===== config.mk =====
export PLATFORM = sky130hd
export DESIGN_NAME = ram_arbiter
export DESIGN_NICKNAME = d
export VERILOG_FILES = /design/src/rtl/ram_arbiter_pkg.sv /design/src/rtl/ram_arbiter_rr_pick2.sv /design/src/rtl/ram_arbiter.sv
export SDC_FILE = /design/constraint.sdc
export NUM_CORES = 1
export LEC_CHECK = 0
export CORE_AREA = 2 2 120 122
export DETAILED_ROUTE_END_ITERATION = 10
export DIE_AREA = 0 0 122 124
export PLACE_DENSITY = 0.74
export SLEW_MARGIN = 20
export SYNTH_ARGS = -nofsm -noshare
export SYNTH_HDL_FRONTEND = slang
export SYNTH_HIERARCHICAL = 1
export SYNTH_SLANG_ARGS = --single-unit

===== constraint.sdc =====
create_clock -name clk -period 4.2 [get_ports clk]
set_clock_uncertainty 0.2 [all_clocks]
set_input_delay 0.84 -clock clk [delete_from_list [all_inputs] [get_ports clk]]
set_output_delay 0.84 -clock clk [all_outputs]
set_load 0.03 [all_outputs]

===== src/rtl/ram_arbiter_pkg.sv =====
// Shared types and constants for the two-master RAM arbiter.
// Owner encoding, master indices and the lock counter width live here so the
// arbiter core and its round-robin picker agree on them.
package ram_arbiter_pkg;

  // Who currently holds the burst lock. OWN_NONE means plain round-robin.
  typedef enum logic [1:0] {
    OWN_NONE = 2'd0,
    OWN_M0   = 2'd1,
    OWN_M1   = 2'd2
  } owner_t;

  // Master indices as used for last-winner and read-tag bookkeeping.
  localparam logic MST_M0 = 1'b0;
  localparam logic MST_M1 = 1'b1;

  // Lock counter width; wide enough for MAX_LOCK up to 255.
  localparam int LOCK_CNT_W = 8;

  // Increment that sticks at the limit instead of wrapping.
  function automatic logic [LOCK_CNT_W-1:0] sat_inc(
    input logic [LOCK_CNT_W-1:0] value,
    input logic [LOCK_CNT_W-1:0] limit
  );
    if (value >= limit) begin
      return limit;
    end
    return value + 1'b1;
  endfunction

  // Map a master index to the owner that master would become.
  function automatic owner_t owner_of(input logic idx);
    return (idx == MST_M1) ? OWN_M1 : OWN_M0;
  endfunction

endpackage


===== src/rtl/ram_arbiter_rr_pick2.sv =====
// Combinational two-way picker: a lock owner that is still requesting wins
// outright; otherwise a lone requester wins, and on a tie the master that did
// not win last time gets the grant. Output is one-hot (or zero).
module rr_pick2
  import ram_arbiter_pkg::*;
(
  input  logic [1:0] req,
  input  logic       last,
  input  owner_t     owner,
  output logic [1:0] gnt
);

  // Owner priority first, then round-robin on a tie.
  always_comb begin
    gnt = 2'b00;
    if ((owner == OWN_M0) && req[0]) begin
      gnt = 2'b01;
    end else if ((owner == OWN_M1) && req[1]) begin
      gnt = 2'b10;
    end else if (req == 2'b11) begin
      gnt = (last == MST_M1) ? 2'b01 : 2'b10;
    end else begin
      gnt = req;
    end
  end

endmodule


===== src/rtl/ram_arbiter.sv =====
// Two-master arbiter in front of a single-port data RAM.
// Master 0 is the core data port, master 1 the DMA/debug loader. One access is
// granted per cycle (combinational grant), round-robin between masters, with
// an optional burst lock bounded by MAX_LOCK consecutive grants while the
// other master waits. Read data returns one cycle after the grant with a
// valid tagged to the master that issued the read.
// Optional: define RAMARB_PERF_EN to add conflict and per-master grant counters.
module ram_arbiter
  import ram_arbiter_pkg::*;
#(
  parameter int ADDR_W   = 32,
  parameter int DATA_W   = 32,
  parameter int MAX_LOCK = 8
) (
  input  logic              clk,
  input  logic              rst,

  input  logic              m0_req,
  input  logic              m0_lock,
  input  logic [3:0]        m0_we,
  input  logic [ADDR_W-1:0] m0_addr,
  input  logic [DATA_W-1:0] m0_wdata,
  output logic              m0_gnt,
  output logic              m0_rvalid,
  output logic [DATA_W-1:0] m0_rdata,

  input  logic              m1_req,
  input  logic              m1_lock,
  input  logic [3:0]        m1_we,
  input  logic [ADDR_W-1:0] m1_addr,
  input  logic [DATA_W-1:0] m1_wdata,
  output logic              m1_gnt,
  output logic              m1_rvalid,
  output logic [DATA_W-1:0] m1_rdata,

  output logic              mem_r,
  output logic [3:0]        mem_w,
  output logic [ADDR_W-1:0] mem_addr,
  output logic [DATA_W-1:0] mem_wdata,
  input  logic [DATA_W-1:0] mem_rdata
`ifdef RAMARB_PERF_EN
  ,
  output logic [31:0]       perf_conflict,
  output logic [31:0]       perf_m0_grants,
  output logic [31:0]       perf_m1_grants
`endif
);

  localparam logic [LOCK_CNT_W-1:0] LOCK_MAX = LOCK_CNT_W'(MAX_LOCK);

  // Arbitration state
  owner_t                  owner_reg, owner_next;
  logic                    last_reg, last_next;
  logic [LOCK_CNT_W-1:0]   lock_cnt_reg, lock_cnt_next;

  // Read return pipeline
  logic                    rd_pend_reg;
  logic                    rd_tag_reg;
  logic [DATA_W-1:0]       m0_rdata_reg;
  logic [DATA_W-1:0]       m1_rdata_reg;

  // Grant and winner signals
  owner_t                  owner_eff;
  logic                    at_bound;
  logic [1:0]              pick;
  logic [1:0]              gnt;
  logic                    granted;
  logic                    win_idx;
  logic                    win_lock;
  logic [3:0]              win_we;
  logic [ADDR_W-1:0]       win_addr;
  logic [DATA_W-1:0]       win_wdata;
  logic                    win_read;

  assign at_bound = (lock_cnt_reg >= LOCK_MAX);

  // Strip the owner's priority once its lock budget is spent and the other
  // master is waiting; this forces one rotation before it can lock again.
  always_comb begin
    owner_eff = owner_reg;
    if ((owner_reg == OWN_M0) && at_bound && m1_req) begin
      owner_eff = OWN_NONE;
    end
    if ((owner_reg == OWN_M1) && at_bound && m0_req) begin
      owner_eff = OWN_NONE;
    end
  end

  rr_pick2 u_pick (
    .req   ({m1_req, m0_req}),
    .last  (last_reg),
    .owner (owner_eff),
    .gnt   (pick)
  );

  // No grant may leak out while reset is held.
  assign gnt     = rst ? 2'b00 : pick;
  assign m0_gnt  = gnt[0];
  assign m1_gnt  = gnt[1];
  assign granted = |gnt;
  assign win_idx = gnt[1];

  // Route the winning master's request fields to the RAM side.
  always_comb begin
    win_lock  = 1'b0;
    win_we    = 4'b0000;
    win_addr  = '0;
    win_wdata = '0;
    if (gnt[0]) begin
      win_lock  = m0_lock;
      win_we    = m0_we;
      win_addr  = m0_addr;
      win_wdata = m0_wdata;
    end else if (gnt[1]) begin
      win_lock  = m1_lock;
      win_we    = m1_we;
      win_addr  = m1_addr;
      win_wdata = m1_wdata;
    end
  end

  assign win_read  = granted && (win_we == 4'b0000);
  assign mem_r     = win_read;
  assign mem_w     = win_we;
  assign mem_addr  = win_addr;
  assign mem_wdata = win_wdata;

  // Owner/lock next state: a locked grant keeps or takes ownership, any other
  // outcome drops back to plain round-robin.
  always_comb begin
    owner_next    = owner_reg;
    last_next     = last_reg;
    lock_cnt_next = lock_cnt_reg;
    if (granted) begin
      last_next = win_idx;
      if (win_lock) begin
        owner_next = owner_of(win_idx);
        if (owner_reg == owner_of(win_idx)) begin
          lock_cnt_next = sat_inc(lock_cnt_reg, LOCK_MAX);
        end else begin
          lock_cnt_next = LOCK_CNT_W'(1);
        end
      end else begin
        owner_next    = OWN_NONE;
        lock_cnt_next = '0;
      end
    end else begin
      owner_next    = OWN_NONE;
      lock_cnt_next = '0;
    end
  end

  // Arbitration state register; last starts at M1 so M0 wins the first tie.
  always_ff @(posedge clk or posedge rst) begin
    if (rst) begin
      owner_reg    <= OWN_NONE;
      last_reg     <= MST_M1;
      lock_cnt_reg <= '0;
    end else begin
      owner_reg    <= owner_next;
      last_reg     <= last_next;
      lock_cnt_reg <= lock_cnt_next;
    end
  end

  // Remember that a read was issued and by whom, for the next-cycle return.
  always_ff @(posedge clk or posedge rst) begin
    if (rst) begin
      rd_pend_reg <= 1'b0;
      rd_tag_reg  <= MST_M0;
    end else begin
      rd_pend_reg <= win_read;
      if (win_read) begin
        rd_tag_reg <= win_idx;
      end
    end
  end

  assign m0_rvalid = rd_pend_reg && (rd_tag_reg == MST_M0);
  assign m1_rvalid = rd_pend_reg && (rd_tag_reg == MST_M1);

  // Hold each master's last returned word so its rdata stays put between reads.
  always_ff @(posedge clk or posedge rst) begin
    if (rst) begin
      m0_rdata_reg <= '0;
      m1_rdata_reg <= '0;
    end else begin
      if (m0_rvalid) begin
        m0_rdata_reg <= mem_rdata;
      end
      if (m1_rvalid) begin
        m1_rdata_reg <= mem_rdata;
      end
    end
  end

  // RAM data passes straight through in the return cycle.
  assign m0_rdata = m0_rvalid ? mem_rdata : m0_rdata_reg;
  assign m1_rdata = m1_rvalid ? mem_rdata : m1_rdata_reg;

`ifdef RAMARB_PERF_EN
  logic [31:0] perf_conflict_reg;
  logic [31:0] perf_m0_grants_reg;
  logic [31:0] perf_m1_grants_reg;

  // Free-running wrap-around event counters.
  always_ff @(posedge clk or posedge rst) begin
    if (rst) begin
      perf_conflict_reg  <= '0;
      perf_m0_grants_reg <= '0;
      perf_m1_grants_reg <= '0;
    end else begin
      if (m0_req && m1_req) begin
        perf_conflict_reg <= perf_conflict_reg + 32'd1;
      end
      if (gnt[0]) begin
        perf_m0_grants_reg <= perf_m0_grants_reg + 32'd1;
      end
      if (gnt[1]) begin
        perf_m1_grants_reg <= perf_m1_grants_reg + 32'd1;
      end
    end
  end

  assign perf_conflict  = perf_conflict_reg;
  assign perf_m0_grants = perf_m0_grants_reg;
  assign perf_m1_grants = perf_m1_grants_reg;
`endif

endmodule


==> run metrics <==
Top FF cell, synth dfrtp_1; Slew Viols, Final 0; DRC viols 0; power per cell area ~500 mW/mm^2; RSZ-0062 raised after global routing false; Comb power frac 49.7%; Most Frequent Cell on Critical Path buf_12; initial antenna violation count 1; hold_buf cts 0; max cap viols 0; worst path cell trace clkdlybuf4s50_1, inv_1, o31a_1, o21bai_1, a31oi_2, buf_6, nor2b_4, buf_12, buf_12, a22o_1, buf_4; worst path required time 3.16 ns; post-synth top area cell dfrtp_1; register area share after synthesis approximately 52%; crit share post-route between 90% and 100%; top post-synthesis cells by area dfrtp_1, mux2_2, a22o_1; GRT overflow 0; core area 0.0137 mm^2; critical path's top delay family buffers and inverters; clk buf depth 2; post-synthesis register bit count 77; die area approximately 0.015 mm^2; Gate Count Post-Synth 289; CTS Buf Count 9; biggest fanout along the worst timing path 15; Peak VDD IR 233 uV; Pwr Total between 3 and 4 mW; layout cells sized above 1 between 20% and 30%; H-tree Lvls 3; Critical Path AT 3.06 ns; element type at the critical path end output port; Int Pwr approximately 2.5 mW; DR iter-0 viols between 100 and 150; number of synthesis warnings 6; Synth top cells by count dfrtp_1, a22o_1, mux2_2, buf_2, inv_1; post-route ant nets 0; min Tclk post-route 4.10 ns; wire per inst slightly below 20 um; 1st-pass router iterations 4; post-synthesis cell area around 0.0037 mm^2; Post-synth EDFFs 0; synth unique cells 34; most frequent cell after synthesis dfrtp_1; Max transition margin between 40% and 50%; I/O pins between 300 and 400; top cell type's share of synthesized area 50.9%; Slowest-stage cell, CP clkdlybuf4s50_1; die span in y roughly 120 um; critical path buffer and inverter count 6; Vias approximately 3700; vias in the first global route 3860; Setup-failing EPs final 0; IO Port Bufs a little over 300; Routed Wire Length between 15000 and 20000 um; Final Non-Filler Cells 796; FMAX approximately 240 MHz; starting density of the core 27.2%; CTS root buf clkbuf_16; syn_area_per_cell around 13 um^2; TritonCTS clock tree built; clock-pin slew of the registers on the worst-case setup and hold paths around 0.050 ns; number of clock sinks 77; Clock power frac about 23%; Lkg Pwr 3.22 nW; Setup crit start kind input port; die width between 100 and 150 um; NetSw about 1.4 mW; worst-margin pin slew between 0.7 and 0.8 ns; status finished clean; slowest stage delay, CP roughly 0.48 ns; Net Sw Frac 35.5%; FFs w/ async S/R, synth 100%; row count 43; first-pass GRT wire length 21600 um; Worst Hold Class reg2reg; Final Hold Fails 0; clk_lat worst skew between 0.3 and 0.4 ns; total global-route track usage 19.4%; pin count of the biggest net entering global routing 53; Reg power frac 27.4%; post-DP HPWL ~13000 um; Nets roughly 790; final core utilization a little over half; Inst Count DP 773; Area Overhead vs Synth 101%; gpl congestion 0.891; routed vias/inst 4.69; critical path class in2out
## power by group through the flow
stage,Combinational (mW),Sequential [mW],Clock [mW]
after floorplan,1.05,1.04,0
after global placement,1.87,1.05,0
after CTS,1.90,1.05,0.907
after detailed placement,1.89,1.06,0
after global routing,1.99,1.07,0.938
final,1.90,1.05,0.879
## what timing repair did
item                       CTS  global route
setup endpoints to repair   66            60
hold endpoints to repair     0             0
gates cloned                 0             2
pin swaps                    1             1
gates resized for setup      2             5
setup buffers                3             1
## metrics by stage
stage | hold WS, ns | setup TNS [ns] | area [um^2] | worst slack [ns]
2_1_floorplan | 0.277 | 0 | 3750 | 0.623
3_3_place_gp | 0.278 | -7.17 | 7020 | -0.167
3_5_place_dp | 0.284 | -10.51 | 7020 | -0.247
4_1_cts | 0.296 | 0 | 7430 | 0.00813
5_1_grt | 0.307 | 0 | 7520 | 0.0110
6_report | 0.291 | 0 | 7520 | 0.103
## worst paths after layout
kind                       cells past startpoint                    endpoint  slack [ns]                       start
max                                           11                mem_addr[31]        0.10                      m0_req
min                                            1  m1_rdata_reg[16]$_DFF_PP0_        0.29  m1_rdata_reg[16]$_DFF_PP0_
max reg2reg                                   12      rd_tag_reg$_DFFE_PP0P_        0.99   lock_cnt_reg[4]$_DFF_PP0_
min reg2reg                                    1  m1_rdata_reg[16]$_DFF_PP0_        0.29  m1_rdata_reg[16]$_DFF_PP0_
max in group asynchronous                      4   m0_rdata_reg[8]$_DFF_PP0_        2.07                         rst
min in group asynchronous                      3      owner_reg[1]$_DFF_PP0_        1.04                         rst
## cell families after synthesis
group | after synthesis | synth area share (%)
xor gates and xnor gates | 1 | 0.235
other | 1 | 0.100
and+or+nand+nor | 31 | 4.92
buffers and inverters | 33 | 4.86
DFF | 77 | 51.6
adders and majority gates | 2 | 0.670
AOI/OAI and AO/OA | 79 | 17.9
muxes | 65 | 19.7
## final cells by class
class,instances,area [um^2]
Fill cell,1183,6200
Timing Repair Buffer,331,3300
Sequential cell,77,1930
Multi-Input combinational cell,182,1680
Clock buffer,10,239
Tap cell,180,225
Clock inverter,6,110
Inverter,9,33.8
Antenna cell,1,2.50
## cell usage in the layout, fill, tap and decap left out, types with 3 or more instances in the layout
cell type        synthesis  final
buf_4                    7     73
inv_1                    9      8
nand2_1                  7      7
bufinv_16                0      3
clkdlybuf4s50_1          0    240
a21oi_1                  5      5
dfrtp_1                 76     76
nand3_1                  3      3
nand3b_1                 4      4
buf_12                   0     15
nor2_1                   5      5
mux2_2                  64     64
conb_1                   1      4
a22o_1                  65     63
clkbuf_16                0     10
## routing by layer
layer  vias to the layer above  part of all wire, %  track usage (%)  wire [um]
li1                       1715                    -                -          -
met2                       197                   50             34.1       7910
met3                        31                   11             8.33       1720
met5                         -                    0                0          0
met4                         0                  2.5             7.26        389
met1                      1789                   36             20.6       5700
Note: power is estimated with default switching activity, not from simulation.
